File: src/rtl/pipe_hazard_ctrl.sv
// Pipeline interlock/forwarding controller with an EX..WB destination scoreboard.
// Define PIPE_HAZARD_CTRL_FWD_EN to build operand forwarding (load-use interlock only).
module pipe_hazard_ctrl #(
  parameter int REG_AW = 5,
  parameter int DEPTH  = 3,
  parameter int FSW    = $clog2(DEPTH)
) (
  input  logic              clk,
  input  logic              rst,
  input  logic              id_valid,
  input  logic              id_rs_en,
  input  logic              id_rt_en,
  input  logic [REG_AW-1:0] id_rs,
  input  logic [REG_AW-1:0] id_rt,
  input  logic              id_wr_en,
  input  logic [REG_AW-1:0] id_rd,
  input  logic              id_is_load,
  input  logic              ex_br_taken,
  output logic              stall,
  output logic              bubble,
  output logic              flush,
  output logic [FSW-1:0]    fwd_a_sel,
  output logic [FSW-1:0]    fwd_b_sel,
  output logic [31:0]       stall_cnt,
  output logic [31:0]       flush_cnt
);

`ifdef PIPE_HAZARD_CTRL_FWD_EN
  typedef struct packed {
    logic              v;
    logic              wr;
    logic [REG_AW-1:0] rd;
    logic              ld;
  } sb_t;
`else
  typedef struct packed {
    logic              v;
    logic              wr;
    logic [REG_AW-1:0] rd;
  } sb_t;
`endif

  sb_t  sb_p0 [DEPTH];
  sb_t  sb_in;
  logic haz;

  function automatic logic src_match(input logic en, input logic [REG_AW-1:0] r, input sb_t e);
    return en && (r != '0) && e.v && e.wr && (e.rd == r);
  endfunction

  function automatic logic [31:0] sat_inc(input logic [31:0] c, input logic en);
    return (en && (c != 32'hFFFF_FFFF)) ? c + 32'd1 : c;
  endfunction

`ifdef PIPE_HAZARD_CTRL_FWD_EN
  logic [FSW-1:0] sel_a, sel_b;

  // Scanning oldest to youngest lets the youngest match overwrite the select.
  always_comb begin
    sel_a = '0;
    sel_b = '0;
    for (int k = DEPTH - 2; k >= 0; k--) begin
      if (src_match(id_rs_en, id_rs, sb_p0[k])) sel_a = FSW'(k + 1);
      if (src_match(id_rt_en, id_rt, sb_p0[k])) sel_b = FSW'(k + 1);
    end
    haz = sb_p0[0].ld &&
          (src_match(id_rs_en, id_rs, sb_p0[0]) || src_match(id_rt_en, id_rt, sb_p0[0]));
  end

  assign fwd_a_sel = rst ? sel_a : '0;
  assign fwd_b_sel = rst ? sel_b : '0;
  assign sb_in     = bubble ? '0 : '{v: 1'b1, wr: id_wr_en, rd: id_rd, ld: id_is_load};
`else
  logic unused_ld;

  // WB (entry DEPTH-1) is excluded: the register file is write-before-read.
  always_comb begin
    haz = 1'b0;
    for (int k = 0; k <= DEPTH - 2; k++) begin
      if (src_match(id_rs_en, id_rs, sb_p0[k]) || src_match(id_rt_en, id_rt, sb_p0[k]))
        haz = 1'b1;
    end
  end

  assign fwd_a_sel = '0;
  assign fwd_b_sel = '0;
  assign unused_ld = id_is_load;
  assign sb_in     = bubble ? '0 : '{v: 1'b1, wr: id_wr_en, rd: id_rd};
`endif

  // A taken branch overrides the interlock; reset forces both low at once.
  assign flush  = ex_br_taken & rst;
  assign stall  = id_valid & haz & ~ex_br_taken & rst;
  assign bubble = stall | flush | ~id_valid;

  // Scoreboard shift EX -> WB and saturating event counters
  always_ff @(posedge clk or negedge rst) begin
    if (!rst) begin
      for (int k = 0; k < DEPTH; k++) sb_p0[k] <= '0;
      stall_cnt <= '0;
      flush_cnt <= '0;
    end else begin
      sb_p0[0] <= sb_in;
      for (int k = 1; k < DEPTH; k++) sb_p0[k] <= sb_p0[k-1];
      stall_cnt <= sat_inc(stall_cnt, stall);
      flush_cnt <= sat_inc(flush_cnt, flush);
    end
  end

endmodule

File: config.mk
export PLATFORM = sky130hd
export DESIGN_NAME = pipe_hazard_ctrl
export DESIGN_NICKNAME = d
export VERILOG_FILES = /design/src/rtl/pipe_hazard_ctrl.sv
export SDC_FILE = /design/constraint.sdc
export NUM_CORES = 1
export LEC_CHECK = 0
export CORE_MARGIN = 10
export CORE_UTILIZATION = 45
export CTS_BUF_LIST = sky130_fd_sc_hd__clkbuf_8
export DETAILED_ROUTE_END_ITERATION = 10
export DONT_BUFFER_PORTS = 1
export GPL_TIMING_DRIVEN = 0
export PLACE_DENSITY = 0.71
export SKIP_CTS_REPAIR_TIMING = 1
export SLEW_MARGIN = 20
export SYNTH_ARGS = -nofsm -noshare
export SYNTH_HDL_FRONTEND = slang
export SYNTH_SLANG_ARGS = --single-unit
File: constraint.sdc
create_clock -name clk -period 2.5 [get_ports clk]
set_input_delay 0.5 -clock clk [delete_from_list [all_inputs] [get_ports clk]]
set_output_delay 0.5 -clock clk [all_outputs]
set_load 0.05 [all_outputs]
==> run summary <==
Setup crit start kind - register
WL/cell - 18.4 um
violated checks - setup timing
# port buffers - 0
CP max stage delay - 0.39 ns
RSZ-0062 raised after global routing - yes
ys async rst share - 100%
CTS tree - yes
CP Max Fanout - 2
CTS max path bufs - 2
full die area - 13200 sq um
Worst Path Required - 2.00 ns
share of layout cells above drive strength 1 - 29.7%
die extent in x - 115 um
nets - 417
highest metal used - met4
Setup crit start - sb_p0[15]
post-DR vias/cell - 5.60
DR WL met3 - 958 um
crit path DAT - 2.00 ns
Clock Pin Slew Worst Setup and Hold Paths - 0.08 ns
Crit-path slowest cell - dfrtp_1
Buf+Inv Stages, Crit Path - 2
status - finished, violations left
routability cong. - 0.818
Placement Cell Area - 4190 sq um
DR vias - 2829
1st-iter DRT viols - 91
Least-Margin Pin Slew - 0.696 ns
largest net degree at the start of global routing - 81
area leader, netlist - dfrtp_1
synth warn - 0
CTS root buf - clkbuf_8
DR pass1 iterations - 4
initial core utilization - 46.3%
DP Worst Slack - -0.274 ns
Die Ht - 115 um
Final min period - 2.50 ns
post-route setup slack - -0.00310 ns
DRC viols - 0
M1 WL - 3680 um
I/O pin total - 94
gr ovfl total - 0
Post-Synthesis Cell Area - 4040 sq um
EDFF count, synth - 0
Final period util - 100%
DRT antenna net count - 0
DPL Wire Length - 6710 um
Layout Skew - 0.0153 ns
count of different cell masters after synthesis - 45
clock sinks - 78
worst min-delay path category - in -> async
Yosys top cell area share - 48.3%
Slew Limit Fails - 0
Area growth syn-to-layout - 14.2%
GR Util All Layers - 13.8%
most frequent cells after synthesis - dfrtp_1, xor2_1, nand2_1
count leader, synth - dfrtp_1
final instance area - 4610 sq um
pwr dens - 611 nW/um^2
vias in the first global route - 2898
Core Footprint - 8720 sq um
row count - 34
Slew HR - 53.6%
max-cap violations - 0
Skew-Pair Late Insertion Delay - 0.35 ns
Pwr Total - 0.00282 W
# setup viols final - 1
routed wire length - 9280 um
cells after synthesis - 370
kind of cell adding the most delay to the critical path - simple AND/OR/NAND/NOR gates
crit path capture type - output port
f_max - 0.400 GHz
final hold vios - 0
Antenna Cells - 0
ys flop type - dfrtp_1
first-pass GRT wire length - 14600 um
wire length on met2 - 4540 um
H-tree lvl count - 3
Syn Area/Cell - 10.9 sq um
FF+latch count, synth - 78
antenna violations before repair - 0
worst path cell trace - xor2_1 > nor4_2 > nand4_1 > a21oi_2 > buf_4 > nor2_1 > inv_2
critical path class - reg -> out
Reg2Reg Launch Point - stall_cnt[0]
Leakage Power - 2.04 nW
sequential element share of the synthesized area - 48.3%
total CTS buffers - 9
Max IR drop VDD - 0.549 mV
largest cells by area after synthesis - dfrtp_1, xor2_1, xnor2_1, nand2_1, nor3_2
==> kinds of logic after synthesis <==
logic type | share of synthesized area (%)
other | 0.0928
xor gates and xnor gates | 16.9
muxes | 1.39
buffers and inverters | 2.91
DFF | 48.3
AOI/OAI and AO/OA | 1.64
adders and majority gates | 0.619
and+or+nand+nor | 28.1
==> through the flow <==
step           utilization, %  hold slack (ns)  TNS [ns]  cells
2_1_floorplan               -            0.204         0    373
3_3_place_gp             48.0            0.208     -4.74    481
3_5_place_dp             48.0            0.207     -5.21    481
4_1_cts                  50.5           -0.188     -6.36    497
5_1_grt                  52.9           0.0507    -0.294    505
6_report                 52.9           0.0448  -0.00310    505
==> cell usage in the layout, fill, tap and decap left out, types with 3 or more instances in the layout <==
cell,n
and2_1,8
and3_1,5
and4_1,4
buf_4,14
clkbuf_8,11
conb_1,4
dfrtp_1,41
dfrtp_2,37
inv_1,5
inv_6,3
mux2_1,4
nand2_1,40
nand3_1,24
nand4_1,12
nor2_1,17
nor3_1,13
nor3_2,13
nor4_1,6
nor4_2,11
nor4b_2,3
or3_1,3
xnor2_1,28
xor2_1,50
==> worst paths after layout <==
path | to | slack (ns) | depth (start not counted)
max in group asynchronous | stall_cnt[30] | 2.13 | 1
worst min register to register | sb_p0[13] | 0.38 | 0
min in group clk | sb_p0[15] | 0.28 | 1
worst min-delay path | stall_cnt[1] | 0.04 | 1
worst max-delay path | stall | -0.003 | 7
worst max register to register | stall_cnt[30] | 0.11 | 7
==> registers in the layout (all words and copies together) (netlist names) <==
signal and cells:
flush_cnt 32, stall_cnt 32, sb_p0 14
==> per-layer routing <==
metal | track usage, % | vias to the layer above
li1 | - | 1326
met1 | 15.8 | 1404
met2 | 22.3 | 84
met3 | 6.20 | 15
met4 | 4.79 | 0
met5 | 0 | -
==> layout make-up <==
cell class / instances / area (sq um)
Buffer: 10 / 86.3
Fill cell: 777 / 4110
Inverter: 7 / 31.3
Sequential cell: 78 / 2000
Timing Repair Buffer: 9 / 87.6
Multi-Input combinational cell: 277 / 2060
Tap cell: 108 / 135
Clock buffer: 11 / 151
Clock inverter: 5 / 63.8
==> worst reg2reg max path, cell delays in order, from the launching register on <==
cell     delay [ns]
dfrtp_2        0.56
ha_2           0.24
nand2_1        0.13
nor3_4         0.25
and2_4         0.21
nand4_4        0.19
nor4b_4        0.36
mux2_1         0.34
==> report_power, final <==
part | total, W | internal (W) | switching, W
Combinational | 0.000205 | 0.0000866 | 0.000118
Clock | 0.00101 | 0.000527 | 0.000487
Sequential | 0.00160 | 0.00132 | 0.000275
Note: power is estimated with default switching activity, not from simulation.
